===== src/rtl/raster_scheduler.sv =====
// raster_scheduler
// Front-end sequencer for the sphere rasterizer. Projection units offer
// records through a round-robin arbiter into a small FIFO. Records are then
// issued one at a time to the rasterizer, which must report idle between
// issues. Per-frame completion is tracked so that the frame-buffer swap logic
// learns when every requester's spheres have been drawn.
//
// Ports
//   clk_in, rst_in           clock, asynchronous active-low reset
//   frame_start_in           pulse: clear done flags/issue count, arm frame_done
//   req_valid_in/_data_in    per-requester record offer (64-bit slice each)
//   req_done_in              pulse: requester has no more records this frame
//   req_ready_out            one-hot accept (zero when the FIFO is full)
//   rast_ready_in            rasterizer idle
//   rast_valid_out           one-cycle issue strobe
//   f_*_out                  issued record fields, held until the next issue
//   issued_count_out         saturating issue count for the current frame
//   frame_done_out           one-cycle frame completion pulse
//   busy_out                 FIFO non-empty or issue engine active
module raster_scheduler #(
  parameter int NUM_REQ    = 2,
  parameter int FIFO_DEPTH = 8,
  parameter int HOLDOFF    = 2
) (
  input  logic                   clk_in,
  input  logic                   rst_in,
  input  logic                   frame_start_in,
  input  logic [NUM_REQ-1:0]     req_valid_in,
  input  logic [64*NUM_REQ-1:0]  req_data_in,
  input  logic [NUM_REQ-1:0]     req_done_in,
  output logic [NUM_REQ-1:0]     req_ready_out,
  input  logic                   rast_ready_in,
  output logic                   rast_valid_out,
  output logic [15:0]            f_center_x_pos_out,
  output logic [15:0]            f_center_y_pos_out,
  output logic [15:0]            f_center_depth_out,
  output logic [15:0]            f_radius_out,
  output logic [15:0]            issued_count_out,
  output logic                   frame_done_out,
  output logic                   busy_out
);

  localparam int PTR_W = (NUM_REQ > 1) ? $clog2(NUM_REQ) : 1;
  localparam int AW    = $clog2(FIFO_DEPTH);
  localparam int CW    = AW + 1;
  localparam int HW    = (HOLDOFF > 1) ? $clog2(HOLDOFF) : 1;

  typedef enum logic [1:0] {
    S_IDLE  = 2'd0,
    S_ISSUE = 2'd1,
    S_HOLD  = 2'd2,
    S_WAIT  = 2'd3
  } state_e;

  state_e             state_q;
  logic [HW-1:0]      hold_cnt_q;
  logic [PTR_W-1:0]   rr_ptr_q;
  logic [NUM_REQ-1:0] done_q;
  logic               armed_q;
  logic [63:0]        fifo_mem_q [FIFO_DEPTH];
  logic [AW-1:0]      wr_ptr_q;
  logic [AW-1:0]      rd_ptr_q;
  logic [CW-1:0]      count_q;
  logic [CW-1:0]      count_d;
  logic               rast_valid_q;
  logic [63:0]        rec_q;
  logic [15:0]        issued_q;
  logic               frame_done_q;
  logic               busy_q;

  logic [63:0]        slice_s [NUM_REQ];
  logic [NUM_REQ-1:0] grant_s;
  logic [PTR_W-1:0]   grant_idx_s;
  logic [PTR_W-1:0]   sel_s;
  logic               found_s;
  logic [63:0]        push_data_s;
  logic               full_s;
  logic               push_s;
  logic               pop_s;
  logic               start_issue_s;
  logic               next_idle_s;
  logic               done_cond_s;
  logic [63:0]        head_s;

  for (genvar g = 0; g < NUM_REQ; g++) begin : g_slice
    assign slice_s[g] = req_data_in[g*64 +: 64];
  end

  // Fullness uses the registered count only, so a pop in this cycle never
  // frees a slot for a push in the same cycle.
  assign full_s        = (count_q == CW'(FIFO_DEPTH));
  assign push_s        = |grant_s;
  assign pop_s         = (state_q == S_ISSUE);
  assign count_d       = count_q + CW'(push_s) - CW'(pop_s);
  assign head_s        = fifo_mem_q[rd_ptr_q];
  assign start_issue_s = (state_q == S_IDLE) && (count_q != '0) && rast_ready_in;
  assign next_idle_s   = ((state_q == S_IDLE) && !start_issue_s) ||
                         ((state_q == S_WAIT) && rast_ready_in);
  assign done_cond_s   = armed_q && (&done_q) && (count_q == '0) &&
                         (state_q == S_IDLE) && rast_ready_in;

  // Round-robin grant: first valid requester at or after the pointer, wrapping.
  always_comb begin
    grant_s     = '0;
    grant_idx_s = '0;
    sel_s       = '0;
    found_s     = 1'b0;
    push_data_s = '0;
    for (int k = 0; k < NUM_REQ; k++) begin
      sel_s = PTR_W'((32'(rr_ptr_q) + 32'(k)) % 32'(NUM_REQ));
      if (!found_s && !full_s && req_valid_in[sel_s]) begin
        found_s        = 1'b1;
        grant_s[sel_s] = 1'b1;
        grant_idx_s    = sel_s;
        push_data_s    = slice_s[sel_s];
      end else begin
        found_s = found_s;
      end
    end
  end

  // The grant is forced low while reset is held so every output reads zero.
  assign req_ready_out = grant_s & {NUM_REQ{rst_in}};

  // Record FIFO storage and pointers.
  always_ff @(posedge clk_in or negedge rst_in) begin
    if (!rst_in) begin
      for (int i = 0; i < FIFO_DEPTH; i++) begin
        fifo_mem_q[i] <= '0;
      end
      wr_ptr_q <= '0;
      rd_ptr_q <= '0;
      count_q  <= '0;
    end else begin
      if (push_s) begin
        fifo_mem_q[wr_ptr_q] <= push_data_s;
        wr_ptr_q             <= wr_ptr_q + AW'(1);
      end
      if (pop_s) begin
        rd_ptr_q <= rd_ptr_q + AW'(1);
      end
      count_q <= count_d;
    end
  end

  // Arbiter pointer, per-frame done flags and frame completion pulse.
  always_ff @(posedge clk_in or negedge rst_in) begin
    if (!rst_in) begin
      rr_ptr_q     <= '0;
      done_q       <= '0;
      armed_q      <= 1'b0;
      frame_done_q <= 1'b0;
    end else begin
      if (push_s) begin
        rr_ptr_q <= (grant_idx_s == PTR_W'(NUM_REQ - 1)) ? '0 : grant_idx_s + PTR_W'(1);
      end
      // A frame start swallows any done pulse arriving in the same cycle.
      if (frame_start_in) begin
        done_q       <= '0;
        armed_q      <= 1'b1;
        frame_done_q <= 1'b0;
      end else begin
        done_q       <= done_q | req_done_in;
        frame_done_q <= done_cond_s;
        if (done_cond_s) begin
          armed_q <= 1'b0;
        end
      end
    end
  end

  // Issue engine: strobe, data capture, holdoff, then wait for rasterizer idle.
  always_ff @(posedge clk_in or negedge rst_in) begin
    if (!rst_in) begin
      state_q      <= S_IDLE;
      hold_cnt_q   <= '0;
      rast_valid_q <= 1'b0;
      rec_q        <= '0;
      issued_q     <= '0;
      busy_q       <= 1'b0;
    end else begin
      // Strobe and data land together on entry to S_ISSUE; the head entry
      // itself is popped at the end of the S_ISSUE cycle.
      rast_valid_q <= start_issue_s;
      if (start_issue_s) begin
        rec_q <= head_s;
      end
      case (state_q)
        S_IDLE: begin
          if (start_issue_s) begin
            state_q <= S_ISSUE;
          end
        end
        S_ISSUE: begin
          hold_cnt_q <= '0;
          state_q    <= (HOLDOFF == 0) ? S_WAIT : S_HOLD;
        end
        S_HOLD: begin
          if (hold_cnt_q == HW'(HOLDOFF - 1)) begin
            state_q <= S_WAIT;
          end else begin
            hold_cnt_q <= hold_cnt_q + HW'(1);
          end
        end
        S_WAIT: begin
          if (rast_ready_in) begin
            state_q <= S_IDLE;
          end
        end
        default: begin
          state_q <= S_IDLE;
        end
      endcase
      // An issue coinciding with a frame start is counted in the new frame.
      if (frame_start_in) begin
        issued_q <= start_issue_s ? 16'd1 : 16'd0;
      end else if (start_issue_s && (issued_q != 16'hFFFF)) begin
        issued_q <= issued_q + 16'd1;
      end else begin
        issued_q <= issued_q;
      end
      busy_q <= (count_d != '0) || !next_idle_s;
    end
  end

  assign rast_valid_out     = rast_valid_q;
  assign f_center_x_pos_out = rec_q[63:48];
  assign f_center_y_pos_out = rec_q[47:32];
  assign f_center_depth_out = rec_q[31:16];
  assign f_radius_out       = rec_q[15:0];
  assign issued_count_out   = issued_q;
  assign frame_done_out     = frame_done_q;
  assign busy_out           = busy_q;

endmodule


===== config.mk =====
export PLATFORM = sky130hd
export DESIGN_NAME = raster_scheduler
export DESIGN_NICKNAME = d
export VERILOG_FILES = /design/src/rtl/raster_scheduler.sv
export SDC_FILE = /design/constraint.sdc
export NUM_CORES = 1
export LEC_CHECK = 0
export ABC_AREA = 1
export BUFFER_PORTS_ARGS = -buffer_cell sky130_fd_sc_hd__buf_2
export CORE_UTILIZATION = 60
export CTS_BUF_LIST = sky130_fd_sc_hd__clkbuf_2 sky130_fd_sc_hd__clkbuf_4 sky130_fd_sc_hd__clkbuf_8
export CTS_CLUSTER_SIZE = 30
export DETAILED_ROUTE_END_ITERATION = 6
export PLACE_DENSITY = 0.81
export RECOVER_POWER = 100
export SYNTH_ARGS = -nofsm -noshare
export SYNTH_HDL_FRONTEND = slang
export SYNTH_SLANG_ARGS = --single-unit

===== constraint.sdc =====
create_clock -name clk_in -period 4.8 [get_ports clk_in]
set_input_delay 0.24 -clock clk_in [delete_from_list [all_inputs] [get_ports clk_in]]
set_output_delay 0.24 -clock clk_in [all_outputs]
set_load 0.01 [all_outputs]

=== Word-level counts from Yosys, hierarchy flattened ===
Cells that the tools add are included.

* Eq/ne operators: 8
* Bitwise operators: 7
* Order comparisons: 9
* Reduce and logical (&&, ||, !) cells: 31
* Multiplexer cells: 41
* Add/subtract/negate cells: 8

{| class="wikitable"
|+ Operators with widths
! operator !! number
|-
| $mux W64 || 11
|-
| $bwmux W512 || 1
|-
| $bmux W64 S3 || 1
|-
| $demux W64 S3 || 1
|-
| $mux W16 || 2
|-
| $add A16 B1 Y16 const B || 1
|-
| $ne A16 B16 Y1 const B || 1
|-
| $logic_and A1 B1 Y1 || 15
|-
| $mux W1 || 15
|-
| $mux W2 || 6
|-
| $ge A4 B4 Y1 const B || 2
|-
| $not A3 Y4 || 2
|-
| $pmux W2 S4 || 1
|-
| $reduce_bool A4 Y1 || 2
|-
| $add A3 B1 Y3 const B || 2
|-
| $ne A2 B2 Y1 const B || 3
|-
| $reduce_bool A2 Y1 || 3
|-
| $add A4 B1 Y4 || 1
|-
| $eq A2 B2 Y1 const B || 2
|-
| $eq A4 B4 Y1 const B || 1
|-
| $ge A2 B2 Y1 const B || 2
|-
| $logic_not A1 Y1 || 4
|-
| $logic_not A4 Y1 || 1
|-
| $lt A1 B2 Y1 const B || 2
|-
| other kinds (15) || 22
|}

* Output and inout port bits: 85
* Flip-flop bits (word level): 612
* Logic and storage cells: 125
* Bits of input ports: 136

=== Longest topological paths before layout ===
* Depth after elaboration: 13
* Depth in mapped cells: 18
* Gate-level depth less buffers: 14

=== Least setup slack after synthesis ===
No wires, ideal clock.

* Path type: register to register
* From: register with a tool-made name
* To: register busy_q, in the netlist busy_out
* Cell stages (with the launch flop): 19
* Data required time: 4669 ps
* Setup time: 131 ps
* Clock period less this slack: 2819 ps
* Arrival: 2688 ps
* Path buffers: 4
* Path slack: 1981 ps
* Cells stage by stage: dfrtp_1 buf_2 inv_2 buf_6 nand3_2 o21ai_2 nand2_1 nand2_2 buf_2 buf_2 inv_1 ha_1 inv_1 ha_1 inv_1 fa_1 inv_1 nor3_1 nand3_1

{| class="wikitable"
|+ RTL lines
! item !! RTL line !! RTL
|-
| to (signal assigned) || 222 || <nowiki>busy_q <= (count_d != '0) || !next_idle_s;</nowiki>
|-
| to (decl) || 69 || <nowiki>logic busy_q;</nowiki>
|}

==> metrics <==
Final Skew 0.0255 ns; failing checks max-capacitance violations, max-slew violations; Core Region 51700 sq um; vias in the first global route 28017; worst-path fanout max 67; CTS Buf Count 98; Synth async-reset ratio 100%; critical path data arrival time 4.69 ns; RSZ-0062 raised after global routing false; Startpoint Class flop; Tmin final 4.08 ns; GPL Wtd Cong 0.887; most numerous cell in the Yosys netlist nand2_1; placed insts 4936; post-place instance area 32800 sq um; worst path required time 5.41 ns; first-pass detailed-route iteration total 6; # H-tree levels 3; DP Worst Slack 1.20 ns; sequential share of the synthesized area 48.3%; CTS sink cnt 612; Antenna Nets Post-Route 0; number of synthesized flops with an enable pin 0; I/O Pins 221; Fin Setup TNS 0 ns; status finished, violations left; drt drc 0; multi-input logic area 13700 sq um; Mean Syn Cell Area 7.34 sq um; commonest cells in the netlist nand2_1 (1619), nand3_1 (783), dfrtp_1 (612), inv_1 (355), o21ai_0 (262); Initial Util 61.3%; Longest Clk Path Bufs 3; Post-Synthesis Cell Area 31700 sq um; final period utilization 85.0%; Max-Cap Viols 9; Most used DFF post-synth dfrtp_1; floorplan row count 83; worst-margin pin slew 3.04 ns; Routed WL per cell 18.1 microns; die width 232 microns; Synthesis Warnings 0; post-synth top area share 48.3%; Reg2Reg Setup Slack 0.72 ns; Power per Cell Area 707 nW/um^2; share of cells above drive strength 1 8.38%; finished layout cell area 34800 sq um; first-pass GRT wire length 149000 microns; die height 232 microns; Seq. cell area 15300 sq um; Post-Layout Cell Count 5119; largest net degree at the start of global routing 211; final worst setup slack 0.720 ns; post-CTS resize count 0; max-slew violations 798; Die Area 53800 sq um; fmax 245 MHz; Via density 5.86; largest cells by area after synthesis dfrtp_1 (48%), nand2_1 (19%), nand3_1 (12%); worst skew pair latency 0.70 ns; initial antenna violation count 1; number of library cell types mapped by synthesis 29; clk slew on worst S/H paths 0.07 ns; syn nets 4473; Area Growth Syn to Fin 9.74%; root buf cell clkbuf_8; final setup fails 0; DRT iter0 DRCs 3881; CTS tree done; Port Buffer Count 220; Congestion Overflow GR 0; DR vias 30020; worst min path class primary input to asynchronous set/reset pin; post-synthesis cell count 4322; Final Hold Slack 0.131 ns; critical path class flop to flop; final net count 4516; HPWL Detailed 47500 microns; Worst setup EP type flop; GRT Util Overall 34.7%; Yosys top cell by area dfrtp_1; drt total wl 92700 microns; Hold Violations, Final 0; worst vdd ir 606 uV; Worst slew margin -103%; final-layout fill cell count 4460; leakage 18.4 nW; FF+latch count, synth 612
[registers in the layout, indices dropped and copies added (netlist names), named ones only]
name and cells:
rast_valid_out 1, count_q 4, hold_cnt_q 1, frame_done_out 1, rd_ptr_q 3, rec_q 64
armed_q 1, state_q 2, done_q 2, wr_ptr_q 3, issued_count_out 16, fifo_mem_q 512
busy_out 1
[cell type report]
class | count | share of cell area, %
Tap cell | 680 | 2.44
Clock inverter | 12 | 0.259
Sequential cell | 612 | 44.0
Inverter | 357 | 3.86
Timing Repair Buffer | 271 | 4.31
Clock buffer | 161 | 5.83
Antenna cell | 1 | 0.00719
Multi-Input combinational cell | 3025 | 39.3
[cells in the final DEF (no fill, tap or decap), drive strengths merged]
master / count
nand2: 1628
nand3: 784
dfrtp: 612
inv: 357
o21ai: 264
clkbuf: 256
buf: 167
a21oi: 132
o211ai: 128
nor2: 40
nand4: 15
ha: 14
clkinv: 9
dlygate4sd3: 9
xor2: 8
o21bai: 3
nor3: 2
or2: 2
clkinvlp: 2
diode: 1
xnor2: 1
a211oi: 1
a221oi: 1
a31oi: 1
fa: 1
bufinv: 1
[path summary, 6_finish.rpt]
kind,startpoint,endpoint,depth (start not counted)
max,flop,fifo_mem_q[196],9
min,rst_in,fifo_mem_q[459],2
max reg2reg,flop,fifo_mem_q[196],9
min reg2reg,fifo_mem_q[233],fifo_mem_q[233],2
max in group asynchronous,rst_in,rd_ptr_q[1],3
min in group clk_in,req_data_in[31],fifo_mem_q[95],7
[what timing repair did]
action / CTS / global route
hold buffers: 9 / 0
setup buffers: 0 / 0
endpoints found under the hold margin: 82 / 0
setup endpoints to repair: 0 / 0
[per-stage QoR]
step | power (W) | utilization [%]
after floorplan | 0.0164 | -
after global placement | 0.0193 | 63.4
after detailed placement | 0.0196 | 63.4
after CTS | 0.0245 | 67.7
after global routing | 0.0263 | 67.3
final | 0.0246 | 67.3
[per-layer routing]
layer | global-route usage, % | part of all wire, %
met3 | 5.37 | 8.9
met5 | 0 | 0
met4 | 13.5 | 3.7
met1 | 47.2 | 41
met2 | 55.8 | 47
[kinds of logic (layout without fill, tap and decap cells)]
| logic type | after synthesis | count (layout) | synth area share, % |
|---|---|---|---|
| other | 0 | 1 | 0 |
| buffers and inverters | 685 | 801 | 8.85 |
| adders and majority gates | 15 | 15 | 0.615 |
| and+or+nand+nor | 2471 | 2471 | 32.6 |
| DFF | 612 | 612 | 48.3 |
| AOI/OAI and AO/OA | 530 | 530 | 9.43 |
| xor gates and xnor gates | 9 | 9 | 0.249 |
[worst max-delay path, stage by stage (launching register included)]
cell and delay (ns):
dfrtp_4 0.74, inv_4 0.25, nand3_1 0.18, o21ai_0 0.12, nand2_1 0.19, nand2_8 0.31, nand2_2 0.99, clkbuf_2 0.90
nand2_1 0.14, nand2_1 0.12
[report_power, final]
group | internal (W) | switching [W]
sequential | 0.00726 | 0.00140
combinational | 0.00321 | 0.00792
clock | 0.00270 | 0.00210
total | 0.0132 | 0.0114
Power figures use the tool's default switching activity.
